--- src/rtl/axi_lite_beat_master.sv ---
// ---------------------------------------------------------------------------
// axi_lite_beat_master
//
// Moves one AXI4-Lite beat at a time on behalf of a cache block engine.
// While i_start_read or i_start_write is held high, each beat's address
// (and write data) is taken from i_addr / i_data. Every completed beat is
// reported with a single-cycle o_done pulse. An external beat counter
// raises i_count_done to stop further launches. Reads win over writes when
// both starts are high. All outputs come straight from flops.
//
// Ports
//   i_clk, i_arst      : clock (rising edge), synchronous active-low reset
//   i_start_read       : block read requested (held for whole block)
//   i_start_write      : block write requested (held for whole block)
//   i_count_done       : beat counter exhausted, launch no more beats
//   i_addr, i_data     : address / write data of the current beat
//   o_done             : one-cycle pulse per completed beat
//   o_data             : data of the most recent read beat
//   o_error            : sticky flag, a nonzero RRESP or BRESP was seen
//   AR/R/AW/W/B        : AXI4-Lite master channels
// ---------------------------------------------------------------------------
module axi_lite_beat_master #(
    parameter int AXI_DATA_WIDTH = 32,
    parameter int AXI_ADDR_WIDTH = 64
) (
    input  logic                        i_clk,
    input  logic                        i_arst,
    input  logic                        i_start_read,
    input  logic                        i_start_write,
    input  logic                        i_count_done,
    input  logic [AXI_ADDR_WIDTH-1:0]   i_addr,
    input  logic [AXI_DATA_WIDTH-1:0]   i_data,
    output logic                        o_done,
    output logic [AXI_DATA_WIDTH-1:0]   o_data,
    output logic                        o_error,
    output logic                        o_arvalid,
    input  logic                        i_arready,
    output logic [AXI_ADDR_WIDTH-1:0]   o_araddr,
    input  logic                        i_rvalid,
    output logic                        o_rready,
    input  logic [AXI_DATA_WIDTH-1:0]   i_rdata,
    input  logic [1:0]                  i_rresp,
    output logic                        o_awvalid,
    input  logic                        i_awready,
    output logic [AXI_ADDR_WIDTH-1:0]   o_awaddr,
    output logic                        o_wvalid,
    input  logic                        i_wready,
    output logic [AXI_DATA_WIDTH-1:0]   o_wdata,
    output logic [AXI_DATA_WIDTH/8-1:0] o_wstrb,
    input  logic                        i_bvalid,
    output logic                        o_bready,
    input  logic [1:0]                  i_bresp
);

    localparam int STRB_WIDTH = AXI_DATA_WIDTH / 8;

    typedef enum logic [2:0] {
        IDLE,
        RD_ADDR,
        RD_DATA,
        WR_REQ,
        WR_RESP
    } state_t;

    state_t                      state, state_n;
    logic                        done_n, error_n;
    logic [AXI_DATA_WIDTH-1:0]   data_n;
    logic                        arvalid_n, rready_n, awvalid_n, wvalid_n, bready_n;
    logic [AXI_ADDR_WIDTH-1:0]   araddr_n, awaddr_n;
    logic [AXI_DATA_WIDTH-1:0]   wdata_n;
    logic [STRB_WIDTH-1:0]       wstrb_n;
    logic                        aw_finished, w_finished;

    // State and every output are registered here; reset wins over all else.
    always_ff @(posedge i_clk) begin
        if (!i_arst) begin
            state     <= IDLE;
            o_done    <= 1'b0;
            o_data    <= '0;
            o_error   <= 1'b0;
            o_arvalid <= 1'b0;
            o_araddr  <= '0;
            o_rready  <= 1'b0;
            o_awvalid <= 1'b0;
            o_awaddr  <= '0;
            o_wvalid  <= 1'b0;
            o_wdata   <= '0;
            o_wstrb   <= '0;
            o_bready  <= 1'b0;
        end else begin
            state     <= state_n;
            o_done    <= done_n;
            o_data    <= data_n;
            o_error   <= error_n;
            o_arvalid <= arvalid_n;
            o_araddr  <= araddr_n;
            o_rready  <= rready_n;
            o_awvalid <= awvalid_n;
            o_awaddr  <= awaddr_n;
            o_wvalid  <= wvalid_n;
            o_wdata   <= wdata_n;
            o_wstrb   <= wstrb_n;
            o_bready  <= bready_n;
        end
    end

    // Next-state and next-output logic. Everything holds by default and
    // o_done defaults low, so the pulse lasts exactly one cycle.
    always_comb begin
        state_n   = state;
        done_n    = 1'b0;
        data_n    = o_data;
        error_n   = o_error;
        arvalid_n = o_arvalid;
        araddr_n  = o_araddr;
        rready_n  = o_rready;
        awvalid_n = o_awvalid;
        awaddr_n  = o_awaddr;
        wvalid_n  = o_wvalid;
        wdata_n   = o_wdata;
        wstrb_n   = o_wstrb;
        bready_n  = o_bready;

        // A write channel counts as finished once its VALID is already low
        // or it handshakes this cycle, so AW and W may complete in any order.
        aw_finished = !o_awvalid || i_awready;
        w_finished  = !o_wvalid || i_wready;

        unique case (state)
            IDLE: begin
                if (!i_start_read && !i_start_write) begin
                    error_n = 1'b0;
                end
                // Holding off while o_done is high gives the external beat
                // counter one cycle to update i_count_done.
                if (!o_done && !i_count_done) begin
                    if (i_start_read) begin
                        araddr_n  = i_addr;
                        arvalid_n = 1'b1;
                        state_n   = RD_ADDR;
                    end else if (i_start_write) begin
                        awaddr_n  = i_addr;
                        wdata_n   = i_data;
                        wstrb_n   = {STRB_WIDTH{1'b1}};
                        awvalid_n = 1'b1;
                        wvalid_n  = 1'b1;
                        state_n   = WR_REQ;
                    end
                end
            end
            RD_ADDR: begin
                if (o_arvalid && i_arready) begin
                    arvalid_n = 1'b0;
                    rready_n  = 1'b1;
                    state_n   = RD_DATA;
                end
            end
            RD_DATA: begin
                if (i_rvalid && o_rready) begin
                    data_n   = i_rdata;
                    rready_n = 1'b0;
                    done_n   = 1'b1;
                    if (i_rresp != 2'b00) begin
                        error_n = 1'b1;
                    end
                    state_n = IDLE;
                end
            end
            WR_REQ: begin
                if (o_awvalid && i_awready) begin
                    awvalid_n = 1'b0;
                end
                if (o_wvalid && i_wready) begin
                    wvalid_n = 1'b0;
                end
                if (aw_finished && w_finished) begin
                    bready_n = 1'b1;
                    state_n  = WR_RESP;
                end
            end
            WR_RESP: begin
                if (i_bvalid && o_bready) begin
                    bready_n = 1'b0;
                    done_n   = 1'b1;
                    if (i_bresp != 2'b00) begin
                        error_n = 1'b1;
                    end
                    state_n = IDLE;
                end
            end
            default: begin
                state_n = IDLE;
            end
        endcase
    end

endmodule

--- config.mk ---
export PLATFORM = sky130hd
export DESIGN_NAME = axi_lite_beat_master
export DESIGN_NICKNAME = d
export VERILOG_FILES = /design/src/rtl/axi_lite_beat_master.sv
export SDC_FILE = /design/constraint.sdc
export NUM_CORES = 1
export LEC_CHECK = 0
export BUFFER_PORTS_ARGS = -buffer_cell sky130_fd_sc_hd__buf_2
export CELL_PAD_IN_SITES_DETAIL_PLACEMENT = 0
export CELL_PAD_IN_SITES_GLOBAL_PLACEMENT = 1
export CORE_MARGIN = 2
export CORE_UTILIZATION = 32
export CTS_CLUSTER_SIZE = 28
export DETAILED_ROUTE_END_ITERATION = 10
export PLACE_DENSITY_LB_ADDON = 0.1
export RECOVER_POWER = 25
export SETUP_SLACK_MARGIN = 0.1
export SLEW_MARGIN = 5
export SYNTH_ARGS = -nofsm -noshare
export SYNTH_HDL_FRONTEND = slang
export SYNTH_SLANG_ARGS = --single-unit
--- constraint.sdc ---
create_clock -name i_clk -period 1.8 [get_ports i_clk]
set_clock_uncertainty 0.05 [all_clocks]
set_input_delay 0.54 -clock i_clk [delete_from_list [all_inputs] [get_ports i_clk]]
set_output_delay 0.54 -clock i_clk [all_outputs]
set_load 0.01 [all_outputs]
==> results of run 1 <==
## repair_timing
| item | 4_1_cts | 5_1_grt |
|---|---|---|
| hold buffers | 0 | 0 |
| pin swaps | 0 | 0 |
| setup endpoints to repair | 5 | 3 |
| buffers inserted | 0 | 0 |
| resized for setup | 2 | 3 |
## state kept, by name, summed over array words and instances (netlist names)
register   flops
o_araddr      64
o_arvalid      1
o_awaddr      64
o_awvalid      1
o_bready       1
o_data        32
o_done         1
o_error        1
o_rready       1
o_wdata       32
o_wstrb        1
o_wvalid       1
state          3
## worst reg2reg max path: cells and delay by family, from the launching register on
kind                   cells  cell delay (ns)
AND/OR/NAND/NOR            3             0.69
flip-flops                 1             0.46
AO/OA/AOI/OAI              1             0.06
buffers and inverters      1             0.22
## cell families (layout without fill, tap and decap cells)
kind of cell           after synthesis  count (layout)  synth area share (%)
and+or+nand+nor                    419             419                  22.7
muxes                                1               1                 0.140
AOI/OAI and AO/OA                  216             216                  15.6
DFF                                203             203                  57.0
other                                0               2                     0
buffers and inverters               73             416                  4.60
## path summary, 6_finish.rpt
| check | endpoint |
|---|---|
| worst min register to register | o_araddr[38]$_SDFFE_PN0P_ |
| worst max register to register | o_data[19]$_SDFFE_PN0P_ |
| worst max-delay path | o_wstrb[3] |
| worst min-delay path | o_wdata[9]$_SDFFE_PN0P_ |
## routing by layer
metal | GRT usage, % | share of wire (%) | wire, µm | vias up
met5 | 0 | 0.16 | 38 | -
met4 | 5.11 | 2.7 | 633 | 6
met3 | 6.69 | 9.2 | 2200 | 45
met2 | 31.8 | 47 | 11100 | 269
met1 | 24.3 | 41 | 9840 | 3186
li1 | - | - | - | 3607
## where the power goes
part / internal (mW) / switching [mW] / leakage (nW)
sequential: 4.69 / 0.0995 / 1.65
combinational: 0.476 / 0.711 / 2.46
clock: 2.87 / 1.82 / 0.375
total: 8.04 / 2.63 / 4.49
## Yosys cell counts
library cell | count | area [µm²]
nand3_1 | 4 | 20.0
nor3_2 | 1 | 10.0
a21oi_1 | 200 | 1000
o21bai_1 | 1 | 7.51
nor3_1 | 2 | 10.0
and2_1 | 1 | 6.26
o22ai_1 | 1 | 6.26
dfxtp_1 | 203 | 4060
clkbuf_1 | 43 | 161
inv_1 | 4 | 15.0
nand3b_1 | 1 | 7.51
buf_6 | 1 | 11.3
o21ai_0 | 5 | 25.0
o21a_1 | 2 | 15.0
o2111ai_1 | 1 | 8.76
buf_2 | 19 | 95.1
and3_1 | 3 | 18.8
buf_4 | 6 | 45.0
nand4_1 | 1 | 6.26
or3_1 | 1 | 6.26
a211oi_1 | 1 | 7.51
or4_1 | 1 | 7.51
a22oi_1 | 1 | 7.51
nand2_1 | 392 | 1470
a221oi_1 | 3 | 26.3
mux2i_1 | 1 | 10.0
o211ai_1 | 1 | 7.51
nor2b_1 | 4 | 25.0
nor2_1 | 8 | 30.0
## metrics by stage
stage	worst slack [ns]	util, %
after floorplan	0.157	-
after global placement	0.0743	42.6
after detailed placement	0.0608	42.6
after CTS	0.120	46.1
after global routing	0.0455	46.0
final	0.165	46.0
## placed cells by master, fill, tap and decap left out, types with 8 or more instances in the layout
cell         n
buf_2      343
buf_4        9
nor2_1       8
nand2_1    392
a21oi_1    200
buf_12      12
dfxtp_1    200
clkbuf_16   25
clkbuf_1    11
## layout make-up
type,count,area share [%]
flip-flops and latches,203,40.5
inverters,4,0.199
multi-input cells,636,27.6
well taps,280,3.49
clock buffers,38,7.21
clock inverters,3,0.399
repair buffers,371,20.6
diodes,2,0.0498
==> impl_metrics.csv, run 1 <==
group,metric,value,unit
global_routing,first_global_vias,6779,
cts,htreeDepth,1,
worst_setup_path,crit_path_end_kind,"primary output",
worst_setup_path,path_cells,"buf_2",
placement,dp_cells,1494,
cts,cts_buffers,24,
sta,setup_viol,0,
sta,rsz0062_at_grt,"yes",
worst_setup_path,cp-start-kind,"flip-flop",
placement,numPortBuffers,344,
cts,clock_latency,0.51,ns
logic_synthesis,ys_seq_area_share,57.0,%
cts,cts_sinks,203,
sta,setup_tns,0,ns
cts,cts_buffer_depth,3,
power,power_density,1060,nW/µm²
worst_setup_path,crit_path_start,"o_wstrb[0]$_SDFFE_PN0P_",
worst_setup_path,crit_family,"flip-flops",
floorplanning,die_area,23500,µm²
floorplanning,die_w,153,µm
logic_synthesis,syn_inst,912,
global_routing,grtUsageTotal,19.4,%
sta,report.final.slew_viol_count,0,
floorplanning,die_h,153,µm
global_routing,overflow,0,
min_path,whs_path_depth,3,
finish,layoutNonFillerInstCount,1537,
run_status,outcome,"complete, no violations",
global_routing,antenna_found_initial,5,
min_path,holdCritStartpoint,"i_data[9]",
sta,tightest_slew,0.500,ns
sta,min_period,1.63,ns
finish,multi_input_area,2770,µm²
cts,clkTransAtPathRegs,0.06,ns
worst_setup_path,regToRegSetupSlack,0.18,ns
worst_setup_path,rr_worst_depth,5,
sta,hold_viol,0,
global_routing,grt_max_degree,76,
sta,relSlewSlack,66.7,%
finish,layout-area-overhead-vs-synth,40.8,%
global_routing,grt_pass1_wl,37300,µm
route,ant_nets,0,
worst_setup_path,path_buf_inv,1,
floorplanning,initial_core_util,32.7,%
power,fin_total_pwr,10.7,mW
power,leakage,4.49,nW
placement,placed_area,9300,µm²
finish,final_area,10000,µm²
logic_synthesis,syn-num-nets,1054,
finish,drive_gt1_share,32.7,%
route,routed_wl,23800,µm
worst_setup_path,path_class,"flip-flop to primary output",
worst_setup_path,cp.depth,1,
floorplanning,fp-row-count,54,
min_path,hold_path_class,"input port to flip-flop",
cts,cts_tree,"built",
worst_setup_path,worstPathRequired,1.21,ns
logic_synthesis,ys_types,29,
route,vias_per_cell,4.63,
power,peakVddDrop,0.656,mV
worst_setup_path,arrival,1.04,ns
sta,finalCritPeriodShare,90.8,%
floorplanning,pin_count,345,
sta,holdWs,0.213,ns
logic_synthesis,ys_warn_count,0,
floorplanning,core_area,21800,µm²
route,dr.pass1.iters,6,
route,route.detailed.drc,0,
worst_setup_path,crit_path_top_delay_cell,"dfxtp_2",
route,wl_per_cell,15.5,µm
route,num_vias,7113,
worst_setup_path,worst-path-max-fanout,5,
logic_synthesis,synth.cell_area,7130,µm²
placement,dp_hpwl,16600,µm
logic_synthesis,synth_seq_cells,203,
route,drt_iter0_markers,324,
flow_run,maxCapViolCount,0,
logic_synthesis,avgSynthCellArea,7.82,µm²
finish,nets,1382,
cts,cts_root_buf,"clkbuf_16",
sta,fmaxAchievable,612,MHz
worst_setup_path,max_stage_delay,0.38,ns
placement,finalWeightedCongestion,0.760,
finish,fillers,2317,
worst_setup_path,timing.rr.start,"state[1]$_SDFFE_PN0P_",
finish,register_area,4070,µm²
No activity file was read; power rests on OpenSTA's default activity.
==> inputs of run 2 (changes only) <==
--- a/config.mk
+++ b/config.mk
@@ -5,11 +5,13 @@
 export SDC_FILE = /design/constraint.sdc
 export NUM_CORES = 1
 export LEC_CHECK = 0
+export ABC_AREA = 1
 export BUFFER_PORTS_ARGS = -buffer_cell sky130_fd_sc_hd__buf_2
 export CELL_PAD_IN_SITES_DETAIL_PLACEMENT = 0
 export CELL_PAD_IN_SITES_GLOBAL_PLACEMENT = 1
 export CORE_MARGIN = 2
 export CORE_UTILIZATION = 32
+export CTS_CLUSTER_DIAMETER = 40
 export CTS_CLUSTER_SIZE = 28
 export DETAILED_ROUTE_END_ITERATION = 10
 export PLACE_DENSITY_LB_ADDON = 0.1
==> run 2 against run 1 <==
Compared with the run above:
- synthesized cell count grew 1.9%
- power up 45%
- global-route usage shrank 0.068 points
- maximum frequency hardly changed
- routed wire length decreased by 0.21%
- critical endpoint is now o_rready
- combinational power rose by 110%
- critical path depth did not move
- largest cell class unchanged
- final cell count grew 3.4%
==> impl_metrics.csv, run 2 <==
group,metric,value,unit
run_status,outcome,"complete, no violations",
floorplanning,fp-row-count,55,
cts,clock_latency,0.50,ns
global_routing,first_global_vias,6978,
worst_setup_path,cp.depth,1,
global_routing,grtUsageTotal,19.3,%
worst_setup_path,cp-start-kind,"flip-flop",
finish,layout-area-overhead-vs-synth,47.0,%
floorplanning,die_area,23900,µm²
worst_setup_path,path_buf_inv,1,
finish,final_cell_mix,"nor2_1 (323), buf_2 (300), dfxtp_1 (201), o21ai_0 (190), clkbuf_1 (51)",
logic_synthesis,synth-edff-count,0,
sta,min_period,1.63,ns
worst_setup_path,worst-path-max-fanout,4,
logic_synthesis,yosysMostFrequentCell,"nor2_1",
sta,relSlewSlack,76.2,%
worst_setup_path,crit_path_start,"o_rready$_SDFFE_PN0P_",
power,peakVddDrop,0.883,mV
flow_run,maxCapViolCount,0,
sta,setup_viol,0,
global_routing,met2_usage,30.9,%
sta,report.final.slew_viol_count,0,
logic_synthesis,ys_top_cells_by_count,"nor2_1 (323), dfxtp_1 (203), o21ai_0 (191)",
worst_setup_path,crit_path_end_kind,"primary output",
placement,numPortBuffers,344,
logic_synthesis,synth_top_area_cell,"dfxtp_1",
logic_synthesis,ys_async_sr_fraction,0,%
worst_setup_path,crit_path_top_delay_cell,"dfxtp_1",
cts,holdBufCountCts,0,
route,ant_nets,0,
logic_synthesis,synth_seq_cells,203,
logic_synthesis,avgSynthCellArea,7.81,µm²
cts,cts_tree,"built",
global_routing,overflow,0,
sta,tightest_slew,0.357,ns
min_path,whs_path_depth,3,
logic_synthesis,synth_top_area_share,56.0,%
cts,cts_buffers,38,
cts,htreeDepth,2,
route,wl_per_cell,14.9,µm
global_routing,grt_pass1_wl,37400,µm
global_routing,grtUsageMet1,23.9,%
sta,fmaxAchievable,612,MHz
worst_setup_path,regToRegSetupSlack,0.21,ns
worst_setup_path,rr_worst_depth,9,
worst_setup_path,timing.rr.start,"state[1]$_SDFFE_PN0P_",
route,vias_per_cell,4.50,
cts,postCtsSetupBuffers,0,
route,drt_iter0_markers,300,
worst_setup_path,path_class,"flip-flop to primary output",
worst_setup_path,max_stage_delay,0.39,ns
sta,finalCritPeriodShare,90.8,%
finish,layout_commonest_cell,"nor2_1",
cts,cts_buffer_depth,3,
worst_setup_path,crit_family,"flip-flops",
worst_setup_path,r2r_end,"o_wdata[16]$_SDFFE_PN0P_",
finish,drive_gt1_share,30.6,%
worst_setup_path,crit_path_end,"o_rready",
floorplanning,die_h,155,µm
global_routing,busiest_layer,"met2",
logic_synthesis,synthTopCellsByArea,"dfxtp_1 (56%), nor2_1 (17%), o21ai_0 (13%)",
global_routing,globalRouteMet3Util,6.86,%
finish,nets,1417,
sta,hold_viol,0,
logic_synthesis,ys_warn_count,0,
placement,dp_hpwl,16300,µm
global_routing,grt_max_degree,65,
cts,cts_sinks,203,
cts,clkTransAtPathRegs,0.05,ns
cts,cts_root_buf,"clkbuf_16",
finish,reg_top3,"o_araddr (64), o_awaddr (64)",
global_routing,antenna_found_initial,3,
worst_setup_path,worstPathRequired,1.21,ns
sta,rsz0062_at_grt,"no",
placement,finalWeightedCongestion,0.799,
logic_synthesis,syn_inst,929,
power,power_density,1450,nW/µm²
worst_setup_path,path_cells,"buf_2",
power,leakage,5.29,nW
worst_setup_path,arrival,1.04,ns
route,dr.pass1.iters,4,
logic_synthesis,ys_seq_area_share,56.0,%
logic_synthesis,ys.flop_type,"dfxtp_1",
route,route.detailed.drc,0,
route,routed_wl,23700,µm
min_path,hold_path_class,"input port to flip-flop",
floorplanning,pin_count,345,
floorplanning,die_w,155,µm
sta,setup_tns,0,ns
route,num_vias,7154,
floorplanning,initial_core_util,32.3,%
finish,finalCoreUtilization,47.5,%
logic_synthesis,synth.cell_area,7250,µm²
floorplanning,core_area,22400,µm²
logic_synthesis,syn-num-nets,1071,
logic_synthesis,ys_types,23,
==> run 2: final cells by class <==
class,count,area [µm²]
fill,2327,11800
sequential,203,4070
multi-input combinational,609,2670
timing repair buffer,370,2010
clock buffer,50,1050
tap,285,357
clock inverter,17,313
inverter,53,201
antenna,2,5.00
==> run 2: per-layer routing <==
metal,wire [µm],vias to the layer above
met5,0,-
met4,746,0
met3,2070,47
met2,10600,273
met1,10300,3158
li1,-,3676
==> run 2: kinds of logic after synthesis <==
logic type,synth area share (%)
buffers and inverters,7.30
DFF,56.0
AOI/OAI and AO/OA,16.9
and+or+nand+nor,19.7
==> run 2: power breakdown <==
part	switching (mW)	total, mW	internal [mW]
clock network	2.34	7.56	5.22
registers	0.266	5.35	5.08
logic	1.58	2.53	0.954
total	4.19	15.4	11.3
==> run 2: worst min path at each step <==
| stage | from | end | slack, ns |
|---|---|---|---|
| after floorplan | o_data[0]$_SDFFE_PN0P_ | o_data[0]$_SDFFE_PN0P_ | 0.42 |
| after global placement | o_data[4]$_SDFFE_PN0P_ | o_data[4]$_SDFFE_PN0P_ | 0.38 |
| after detailed placement | o_data[9]$_SDFFE_PN0P_ | o_data[9]$_SDFFE_PN0P_ | 0.38 |
| after CTS | i_data[0] | o_wdata[0]$_SDFFE_PN0P_ | 0.19 |
| after global routing | i_data[8] | o_wdata[8]$_SDFFE_PN0P_ | 0.20 |
| final | i_data[1] | o_wdata[1]$_SDFFE_PN0P_ | 0.21 |
==> run 2: what timing repair did <==
item | 4_1_cts | 5_1_grt
gates resized for setup | 1 | 3
endpoints found under the setup margin | 2 | 73
hold endpoints to repair | 0 | 0
pin swaps | 0 | 1
==> run 2: through the flow <==
| stage | hold WS, ns | instance area [µm²] | total power, mW | instances | setup slack [ns] |
|---|---|---|---|---|---|
| 3_3_place_gp | 0.378 | 9380 | 8.03 | 1520 | -0.0849 |
| 2_1_floorplan | 0.418 | 7250 | 6.78 | 929 | 0.185 |
| 4_1_cts | 0.186 | 10700 | 15.7 | 1587 | 0.118 |
| 5_1_grt | 0.202 | 10700 | 16.2 | 1589 | 0.0716 |
| 3_5_place_dp | 0.380 | 9380 | 8.03 | 1520 | -0.0767 |
| 6_report | 0.206 | 10700 | 15.4 | 1589 | 0.165 |
==> inputs of run 3 (changes only) <==
==> constraint.sdc (replaced) <==
create_clock -name i_clk -period 1.85 [get_ports i_clk]
set_clock_uncertainty 0.05 [all_clocks]
set_input_delay 0.555 -clock i_clk [delete_from_list [all_inputs] [get_ports i_clk]]
set_output_delay 0.555 -clock i_clk [all_outputs]
set_load 0.01 [all_outputs]
==> run 3 against run 2 <==
Compared with the run above:
- routed wire length is 0.86% lower
- first-iteration DRC count is 1.7% higher
- final cell count stayed put
- clock power is 16% lower
- via count is 0.13% higher
- flip-flop and latch count stayed put
- final area is 1.4% lower
- combinational power is 2% lower
- critical path depth stayed put
- sequential share of layout area is 0.53 points higher
- core utilization is 0.69 points lower
- worst setup slack better by 0.024 ns
- largest cell class unchanged
==> impl_metrics.csv, run 3 (synthesized netlist as in run 2, its figures left out) <==
group,metric,value,unit
route,routed_wl,23500,µm
sta,relSlewSlack,69.4,%
worst_setup_path,timing.rr.start,"o_done$_SDFF_PN0_",
route,dr.pass1.iters,4,
global_routing,overflow,0,
power,pwr-share-seq,37.1,%
cts,htreeDepth,2,
floorplanning,die_h,155,µm
cts,cts_sinks,203,
route,ant_nets,0,
cts,cts_buffer_depth,3,
floorplanning,core_area,22400,µm²
global_routing,antenna_found_initial,3,
finish,drive_gt1_share,28.6,%
cts,postCtsSetupBuffers,0,
worst_setup_path,crit_path_top_delay_cell,"dfxtp_1",
floorplanning,initial_core_util,32.3,%
worst_setup_path,worstPathRequired,1.24,ns
power,leakage,5.08,nW
worst_setup_path,regToRegSetupSlack,0.25,ns
sta,fmaxAchievable,602,MHz
cts,cts_tree,"built",
power,peakVddDrop,0.708,mV
worst_setup_path,worst-path-max-fanout,5,
worst_setup_path,crit_path_end_kind,"primary output",
sta,setup_viol,0,
sta,min_period,1.66,ns
cts,cts_root_buf,"clkbuf_16",
route,route.detailed.drc,0,
run_status,outcome,"complete, no violations",
cts,cts_buffers,36,
finish,layout_commonest_cell,"nor2_1",
finish,layout-area-overhead-vs-synth,44.9,%
finish,final_cell_mix,"nor2_1 (323), buf_2 (273), dfxtp_1 (203), o21ai_0 (191), clkbuf_1 (72)",
worst_setup_path,path_class,"flip-flop to primary output",
floorplanning,die_w,155,µm
placement,finalWeightedCongestion,0.806,
route,vias_per_cell,4.51,
finish,finalCoreUtilization,46.8,%
finish,layoutNonFillerInstCount,1589,
cts,clock_latency,0.49,ns
cts,post_cts_resized,0,
power,power_frac_clock,45.2,%
power,power_density,1330,nW/µm²
finish,nets,1418,
route,num_vias,7163,
finish,register_area,4060,µm²
global_routing,grt_pass1_wl,36700,µm
power,p_sw_share,29.3,%
min_path,holdCritStartpoint,"i_data[28]",
min_path,whs_path_depth,3,
global_routing,first_global_vias,6834,
finish,reg_top3,"o_araddr (64), o_awaddr (64)",
power,p_int,9.91,mW
sta,rsz0062_at_grt,"no",
global_routing,grtUsageTotal,19.0,%
min_path,holdPathEnd,"o_wdata[28]$_SDFFE_PN0P_",
worst_setup_path,crit_family,"flip-flops",
placement,dp_hpwl,16500,µm
finish,multi_input_area,2660,µm²
min_path,hold_path_class,"input port to flip-flop",
sta,finalCritPeriodShare,89.8,%
worst_setup_path,rr_worst_depth,8,
worst_setup_path,path_buf_inv,1,
floorplanning,fp-row-count,55,
worst_setup_path,cp-start-kind,"flip-flop",
global_routing,grt_max_degree,65,
floorplanning,die_area,23900,µm²
placement,post-place-ws,-0.00518,ns
placement,dp_cells,1523,
floorplanning,pin_count,345,
sta,finalWorstSetupSlack,0.190,ns
worst_setup_path,arrival,1.06,ns
sta,tightest_slew,0.458,ns
route,wl_per_cell,14.8,µm
power,p_comb_share,17.8,%
worst_setup_path,path_cells,"buf_2",
placement,numPortBuffers,344,
sta,report.final.slew_viol_count,0,
worst_setup_path,r2r_end,"o_araddr[31]$_SDFFE_PN0P_",
cts,clkTransAtPathRegs,0.05,ns
worst_setup_path,max_stage_delay,0.40,ns
flow_run,maxCapViolCount,0,
finish,fillers,2326,
cts,holdBufCountCts,0,
power,p_switching,4.11,mW
power,fin_total_pwr,14.0,mW
sta,hold_viol,0,
route,drt_iter0_markers,305,
[run 3: cell types whose count changed in the layout (fill, tap and decap cells not counted), sizes merged]
cell | before | now
buf | 324 | 303
bufinv | 8 | 2
clkbuf | 96 | 110
clkinv | 6 | 7
clkinvlp | 2 | 15
inv | 54 | 53
[run 3: area by class of cell]
type	instances	share of cell area [%]
multi-input combinational	609	25.3
sequential	203	38.7
clock inverter	24	2.23
timing repair buffer	373	19.4
inverter	53	1.90
antenna	2	0.0476
tap	285	3.39
clock buffer	40	9.01
[run 3: per-stage QoR]
stage	TNS [ns]	hold WS (ns)	cell area [µm²]
after floorplan	0	0.418	7250
after global placement	-0.00697	0.377	9420
after detailed placement	-0.00518	0.381	9420
after CTS	0	0.215	10600
after global routing	0	0.231	10500
final	0	0.238	10500
[run 3: power by group through the flow]
stage               sequential, mW  clock [mW]  combinational [mW]
floorplan                     5.54           0                1.06
global placement              5.27           0                2.58
detailed placement            5.27           0                2.56
CTS                           5.20        6.50                2.57
global route                  5.27        6.69                2.78
finish                        5.20        6.33                2.49
[run 3: worst max-delay path by stage]
| stage | from | end | slack (ns) | cells after the start |
|---|---|---|---|---|
| floorplan | i_count_done | o_awaddr[55]$_SDFFE_PN0P_ | 0.22 | 10 |
| global placement | i_count_done | o_wdata[2]$_SDFFE_PN0P_ | -0.007 | 10 |
| detailed placement | i_count_done | o_wdata[2]$_SDFFE_PN0P_ | -0.005 | 10 |
| CTS | o_wstrb[0]$_SDFFE_PN0P_ | o_wstrb[2] | 0.13 | 1 |
| global route | state[2]$_SDFFE_PN0P_ | o_araddr[30]$_SDFFE_PN0P_ | 0.07 | 7 |
| finish | o_wstrb[0]$_SDFFE_PN0P_ | o_wstrb[2] | 0.19 | 1 |
[run 3: per-layer routing]
layer | share of wire (%) | vias to the layer above | GRT usage [%]
li1 | - | 3679 | -
met1 | 43 | 3201 | 23.2
met2 | 46 | 240 | 30.8
met3 | 8.5 | 43 | 6.53
met4 | 2.8 | 0 | 7.54
met5 | 0 | - | 0
